--- src/rtl/bcd_updown_counter_n.sv ---
// Cascaded N-digit BCD up/down counter with a range-checked parallel load and terminal-count and error pulses.
// Define BCD_CNT_SATURATE_EN to hold at the boundaries instead of wrapping.
module bcd_updown_counter_n #(
    parameter int DIGITS = 2,
    parameter int TOP    = 99
) (
    input  logic                  clk_1Hz,
    input  logic                  clr,
    input  logic                  en,
    input  logic                  load,
    input  logic                  type_sel,
    input  logic [4*DIGITS-1:0]   in,
    output logic [4*DIGITS-1:0]   q,
    output logic                  tc,
    output logic                  err
);

    localparam int W = 4 * DIGITS;

    function automatic logic [W-1:0] to_bcd(input int v);
        logic [W-1:0] r;
        int           t;
        r = '0;
        t = v;
        for (int k = 0; k < DIGITS; k++) begin
            r[4*k +: 4] = 4'(t % 10);
            t           = t / 10;
        end
        return r;
    endfunction

    function automatic logic bcd_valid(input logic [W-1:0] v);
        logic ok;
        ok = 1'b1;
        for (int k = 0; k < DIGITS; k++) begin
            if (v[4*k +: 4] > 4'd9) ok = 1'b0;
        end
        return ok;
    endfunction

    // The carry ripples combinationally through all digits, so every step completes in one edge.
    function automatic logic [W-1:0] bcd_inc(input logic [W-1:0] v);
        logic [W-1:0] r;
        logic         c;
        r = v;
        c = 1'b1;
        for (int k = 0; k < DIGITS; k++) begin
            if (c) begin
                if (v[4*k +: 4] == 4'd9) begin
                    r[4*k +: 4] = 4'd0;
                end else begin
                    r[4*k +: 4] = v[4*k +: 4] + 4'd1;
                    c           = 1'b0;
                end
            end
        end
        return r;
    endfunction

    function automatic logic [W-1:0] bcd_dec(input logic [W-1:0] v);
        logic [W-1:0] r;
        logic         b;
        r = v;
        b = 1'b1;
        for (int k = 0; k < DIGITS; k++) begin
            if (b) begin
                if (v[4*k +: 4] == 4'd0) begin
                    r[4*k +: 4] = 4'd9;
                end else begin
                    r[4*k +: 4] = v[4*k +: 4] - 4'd1;
                    b           = 1'b0;
                end
            end
        end
        return r;
    endfunction

    localparam logic [W-1:0] TOP_BCD = to_bcd(TOP);

    logic [W-1:0] step_q;
    logic         at_bound;
    logic         load_ok;

    // With all digits valid, BCD magnitude order equals binary order, so a plain compare works.
    always_comb begin
        load_ok  = bcd_valid(in) && (in <= TOP_BCD);
        at_bound = type_sel ? (q == '0) : (q == TOP_BCD);
        step_q   = q;
        if (at_bound) begin
`ifdef BCD_CNT_SATURATE_EN
            step_q = q;
`else
            step_q = type_sel ? TOP_BCD : '0;
`endif
        end else begin
            step_q = type_sel ? bcd_dec(q) : bcd_inc(q);
        end
    end

    always_ff @(posedge clk_1Hz or posedge clr) begin
        if (clr) begin
            q   <= '0;
            tc  <= 1'b0;
            err <= 1'b0;
        end else begin
            tc  <= 1'b0;
            err <= 1'b0;
            if (load) begin
                if (load_ok) q   <= in;
                else         err <= 1'b1;
            end else if (en) begin
                q  <= step_q;
                tc <= at_bound;
            end
        end
    end

endmodule

--- config.mk ---
export PLATFORM = sky130hd
export DESIGN_NAME = bcd_updown_counter_n
export DESIGN_NICKNAME = d
export VERILOG_FILES = /design/src/rtl/bcd_updown_counter_n.sv
export SDC_FILE = /design/constraint.sdc
export NUM_CORES = 1
export LEC_CHECK = 0
export ABC_AREA = 1
export BUFFER_PORTS_ARGS = -buffer_cell sky130_fd_sc_hd__buf_2
export CAP_MARGIN = 5
export CORE_MARGIN = 2
export CORE_UTILIZATION = 35
export CTS_CLUSTER_DIAMETER = 200
export DETAILED_ROUTE_END_ITERATION = 10
export HOLD_SLACK_MARGIN = 0.08
export PLACE_DENSITY = 0.69
export SYNTH_ARGS = -nofsm -noshare
export SYNTH_HDL_FRONTEND = slang
export SYNTH_SLANG_ARGS = --single-unit
--- constraint.sdc ---
create_clock -name clk_1Hz -period 1.1 [get_ports clk_1Hz]
set_input_delay 0.22 -clock clk_1Hz [delete_from_list [all_inputs] [get_ports clk_1Hz]]
set_output_delay 0.22 -clock clk_1Hz [all_outputs]
set_load 0.02 [all_outputs]
==> impl_metrics.tcl, run 1 <==
set metrics [dict create \
    cell_at_the_root_of_the_clock_tree "clkbuf_4" \
    ys_ff_latch 10 \
    worst_setup_hold_path_clk_slew_ns 0.07 \
    min_from "en" \
    final_tns_setup_ns -1.511 \
    post_synth_inst_count 149 \
    vdd_drop_max_mv 1.116 \
    global_route.usage.total 0.1953 \
    status "finished, violations left" \
    grt_setup_unrepaired "true" \
    timing.setup.critical_path_class "flip-flop to primary output" \
    yosys_warnings 0 \
    synth_nets 162 \
    num_rows 18 \
    synthDominantCellAreaShare 0.2774 \
    slew_violations 0 \
    route.detailed.wl_per_inst_um 11.64 \
    htree_num_levels 1 \
    synth.area.top_cells "dfrtp_1, nand2_1, nand3_1" \
    required_ns 0.88 \
    cp-start-kind "flip-flop" \
    synth_enable_flop_cells 0 \
    design.final.nets 218 \
    path_common_cell "buf_6" \
    cp-end-kind "primary output" \
    finalWorstPathRequiredPeriod_ns 1.251 \
    syn_area_um2 902.1 \
    netlist_top_cells_count "nand2_1, inv_1, nor2_1, nand3_1, dfrtp_1" \
    diode_count 0 \
    io_pins 23 \
    clock_skew_ns 0.007073 \
    wirelength_um 2724 \
    min_path_type "primary input to flip-flop" \
    post-synth-top-count-cell "nand2_1" \
    design_area_um2 1480 \
    global_route.overflow_total 0 \
    path_max_fanout 2 \
    fin_total_pwr_uw 2372 \
    areaGrowthSynthToFinish_pct 64.08 \
    fin_hold_ws_ns 0.1795 \
    worstReg2RegStart "q[2]$_DFFE_PP0P_" \
    numPortBuffers 22 \
    violations_in_the_final_reports "setup timing" \
    mean_number_of_vias_per_cell 4.632 \
    firstDrtPassIters 4 \
    finalWeightedCongestion 0.8846 \
    setup.worst_path.start "q[6]$_DFFE_PP0P_" \
    syn_avg_cell_area_um2 6.054 \
    cts_buffers 3 \
    grt_antenna_before_repair 0 \
    floorplan.initialDensity 0.3675 \
    worst-endpoint-arrival_ns 1.03 \
    grt_first_pass_wirelength_um 4291 \
    synth_seq_area_share 0.2774 \
    finalWorstSetupSlack_ns -0.1513 \
    cell_with_the_biggest_individual_delay_on_the_critical_path "dfrtp_2" \
    die_width_um 54.77 \
    design.core.area_um2 2455 \
    finalSetupViolations 16 \
    hold_violations 0 \
    dpl.hpwl_um 1901 \
    drt_drc_violations_left 0 \
    slew-limit-headroom 0.7245 \
    synth_top_flop_cell "dfrtp_1" \
    placed_cell_area_um2 1232 \
    grt_max_degree 11 \
    worstPathBufferInverterCount 3 \
    cts_max_path_buffers 2 \
    drt-initial-drc-count 23 \
    die_footprint_um2 3000 \
    timing.critical_path.slowest_cell_delay_ns 0.42 \
    max_cap_viol_count 0 \
    vias 1084 \
    dieHeight_um 54.77 \
    tightest_slew_ns 0.4128 \
    cts_tree "yes" \
    pwr_density_cell_nw_per_um2 1603 \
    yosysTopAreaCell "dfrtp_1" \
    route.antenna.remaining_nets 0 \
    fraction_of_synthesis_flops_using_an_asynchronous_set_or_reset_pin 1.000 \
    clkSinkCount 10 \
    path_delay_family "flip-flops" \
    grt_pass1_vias 1053 \
    fmax_achieved_mhz 799.2 \
    worstSkewPairLatency_ns 0.27 \
    finalCritPeriodShare 1.138 \
    synth_cell_types 22 \
    total_leakage_power_uw 0.0008147 \
    layout-drive-gt1-share 0.5245 \
    cells_along_the_critical_path "buf_6 > buf_6 > buf_6" \
]
layout make-up:
| class | instances | area (um2) |
|---|---|---|
| inverters | 22 | 95.09 |
| clock buffers | 4 | 26.28 |
| multi-input cells | 114 | 631.9 |
| repair buffers | 54 | 429.2 |
| well taps | 30 | 37.54 |
| flip-flops and latches | 10 | 260.3 |
| fillers | 213 | 974.7 |
placed cells by master (no fill, tap or decap), drive strengths merged:
master / instances
nand2: 64
buf: 53
inv: 21
nor2: 19
nand3: 13
dfrtp: 10
o21ai: 8
a21oi: 4
clkbuf: 4
nand4: 2
a21boi: 2
clkinv: 1
o22ai: 1
a32oi: 1
dlygate4sd3: 1
final timing paths:
kind	endpoint	slack [ns]	cells past startpoint
max	q[6]	-0.15	3
min	tc$_DFF_PP0_	0.18	3
max reg2reg	q[2]$_DFFE_PP0P_	-0.15	8
min reg2reg	q[3]$_DFFE_PP0P_	0.72	3
max in group asynchronous	q[7]$_DFFE_PP0P_	0.27	3
min in group asynchronous	tc$_DFF_PP0_	0.51	3
per-layer routing:
layer | part of all wire | vias up | global-route usage
li1 | - | 575 | -
met1 | 0.44 | 481 | 0.2405
met2 | 0.51 | 20 | 0.3413
met3 | 0.029 | 8 | 0.01093
met4 | 0.018 | 0 | 0.09583
met5 | 0 | - | 0
power breakdown:
part	total, uW	switching [uW]	internal, uW
Combinational	1460	735	726
Clock	279	139	140
Sequential	632	176	456
worst register-to-register path: stages, from the launching register on:
cell	delay [ns]
dfrtp_2	0.46
inv_2	0.07
buf_4	0.13
buf_4	0.12
nand2_1	0.06
nand3_1	0.06
o21ai_1	0.08
nand2_1	0.08
a21boi_2	0.13
registers in the layout, indices dropped and copies added, names as in the netlist:
signal,flops
err,1
q,8
tc,1
kinds of logic after synthesis:
kind of cell | synth area share
simple gates | 0.4938
buf+inv | 0.1165
compound gates | 0.1123
flops | 0.2774
what timing repair did:
action	4_1_cts	5_1_grt
endpoints found under the setup margin	16	16
hold buffers	1	0
gates resized for setup	28	20
pin swaps	7	15
endpoints found under the hold margin	10	0
buffers inserted	3	6
per-stage QoR:
stage                       util  setup slack (ns)  cells
after global placement    0.5020           -0.1297    220
after detailed placement  0.5020           -0.1487    220
final                     0.6030           -0.1513    234
after CTS                 0.5622           -0.1336    228
after floorplan                -          -0.06617    149
after global routing      0.6030           -0.2624    234
No activity file was read; power rests on OpenSTA's default activity.
==> run 2, diff against run 1 <==
--- a/config.mk
+++ b/config.mk
@@ -13,6 +13,7 @@
 export CTS_CLUSTER_DIAMETER = 200
 export DETAILED_ROUTE_END_ITERATION = 10
 export HOLD_SLACK_MARGIN = 0.08
+export MAX_ROUTING_LAYER = met4
 export PLACE_DENSITY = 0.69
 export SYNTH_ARGS = -nofsm -noshare
 export SYNTH_HDL_FRONTEND = slang
==> impl_metrics.tcl, run 2 (synthesis gave the netlist of run 1 again) <==
set metrics [dict create \
    status "finished, violations left" \
    violations_in_the_final_reports "setup timing" \
    max_cap_viol_count 0 \
    dieHeight_um 54.77 \
    internal-power_uw 1280 \
    layout.cells.most_common "nand2_1" \
    worst_setup_hold_path_clk_slew_ns 0.07 \
    cells_along_the_critical_path "buf_4 > buf_6" \
    global_route.usage.total 0.2012 \
    combPwrFrac 0.612 \
    vias 1120 \
    path_max_fanout 7 \
    grt_pass1_vias 1052 \
    finalCritPeriodShare 1.128 \
    worst-endpoint-arrival_ns 1.02 \
    slew-limit-headroom 0.7359 \
    grt_max_degree 11 \
    grt_setup_unrepaired "true" \
    cts_buffers 3 \
    vdd_drop_max_mv 1.152 \
    required_ns 0.88 \
    registers.top_by_ff_count "q" \
    postLayoutCoreUtil 0.5979 \
    cp-start-kind "flip-flop" \
    path_delay_family "flip-flops" \
    numPortBuffers 22 \
    die_footprint_um2 3000 \
    timing.setup.critical_path_class "flip-flop to primary output" \
    cts_tree "yes" \
    cell_at_the_root_of_the_clock_tree "clkbuf_4" \
    most-common-layout-cells "nand2_1, buf_4, buf_2, buf_6" \
    worstSkewPairLatency_ns 0.27 \
    io_pins 23 \
    fill_cells 219 \
    switching_power_uw 1013 \
    fmax_achieved_mhz 805.9 \
    drt-initial-drc-count 25 \
    cts_max_path_buffers 2 \
    grt_first_pass_wirelength_um 4215 \
    wirelength_um 2681 \
    finalWeightedCongestion 0.8681 \
    layout-drive-gt1-share 0.5271 \
    num_rows 18 \
    largest_register_ffs 8 \
    design.core.area_um2 2455 \
    htree_num_levels 1 \
    die_width_um 54.77 \
    tightest_slew_ns 0.3958 \
    share_clk_of_total_power 0.119 \
    firstDrtPassIters 4 \
    global_route.overflow_total 0 \
    clkSinkCount 10 \
    finalSetupViolations 16 \
    route.detailed.wl_per_inst_um 11.51 \
    reg.largest.list "q x8, err x1, tc x1" \
    sw_frac_of_total 0.4418 \
    dpl.hpwl_um 1878 \
    r2r_setup_slack_ns -0.14 \
    pwr_density_cell_nw_per_um2 1562 \
    total_leakage_power_uw 0.0008007 \
    proportion_of_power_drawn_by_flip_flops_and_latches 0.269 \
    floorplan.initialDensity 0.3675 \
    finalWorstSetupSlack_ns -0.1408 \
    hold_violations 0 \
    diode_count 0 \
    areaGrowthSynthToFinish_pct 62.69 \
    worstPathBufferInverterCount 2 \
    timing.critical_path.slowest_cell_delay_ns 0.47 \
    route.antenna.remaining_nets 0 \
    slew_violations 0 \
    min_path_type "primary input to flip-flop" \
    grt_antenna_before_repair 0 \
    mean_number_of_vias_per_cell 4.807 \
    drt_drc_violations_left 0 \
    cell_with_the_biggest_individual_delay_on_the_critical_path "dfrtp_2" \
    final_tns_setup_ns -1.578 \
    cp-end-kind "primary output" \
    clock_skew_ns 0.002140 \
    finalWorstPathRequiredPeriod_ns 1.241 \
    design.final.nets 217 \
]
run 2: changes by cell type in the layout (fill, tap and decap cells not counted), sizes merged:
cell,before,now
inv,21,20
buf,53,52
clkinv,1,2
run 2: per-layer routing:
metal	up-vias	track usage	wire length [um]
li1	575	-	-
met1	512	0.2367	1124
met2	28	0.3353	1411
met3	5	0.03005	114
met4	0	0.09167	31
met5	-	-	0
run 2: power by group through the flow:
stage	Combinational (uW)	Clock, uW	Sequential (uW)
final	1400	273	617
after global routing	1540	302	631
after CTS	1210	283	605
after detailed placement	1030	0	606
after global placement	1020	0	604
after floorplan	559	0	690
run 2: area by class of cell:
class | count | area [um2] | area share
flip-flops and latches | 10 | 260.3 | 0.1773
multi-input cells | 114 | 635.6 | 0.4331
well taps | 30 | 37.54 | 0.02558
repair buffers | 53 | 417.9 | 0.2847
inverters | 22 | 90.09 | 0.06138
clock buffers | 4 | 26.28 | 0.01790
run 2: tightest hold or removal path: cells and delay by family:
kind / cells / cell delay, ns
buffers and inverters: 1 / 0.11
AND/OR/NAND/NOR: 2 / 0.09
run 2: path summary, 6_finish.rpt:
| path | from | end | cells after the start |
|---|---|---|---|
| min | en | tc$_DFF_PP0_ | 3 |
| min reg2reg | q[6]$_DFFE_PP0P_ | q[6]$_DFFE_PP0P_ | 2 |
| min in group asynchronous | clr | tc$_DFF_PP0_ | 3 |
| max | q[0]$_DFFE_PP0P_ | q[0] | 2 |
| max reg2reg | q[1]$_DFFE_PP0P_ | q[3]$_DFFE_PP0P_ | 10 |
| max in group asynchronous | clr | q[7]$_DFFE_PP0P_ | 3 |
run 2: what timing repair did:
action | CTS | global route
setup buffers | 3 | 6
pin swaps | 10 | 8
setup endpoints to repair | 16 | 17
resized for setup | 25 | 21
hold buffers | 1 | 0
endpoints found under the hold margin | 10 | 0
run 2: metrics by stage:
step / setup WS (ns) / hold slack [ns] / power, uW / instances / cell area [um2]
floorplan: -0.06617 / 0.05971 / 1250 / 149 / 940.9
CTS: -0.1262 / 0.1809 / 2099 / 228 / 1373
detailed placement: -0.1281 / 0.2229 / 1639 / 220 / 1232
global placement: -0.08886 / 0.2222 / 1622 / 220 / 1232
finish: -0.1408 / 0.1873 / 2292 / 233 / 1468
global route: -0.2332 / 0.2024 / 2474 / 233 / 1468
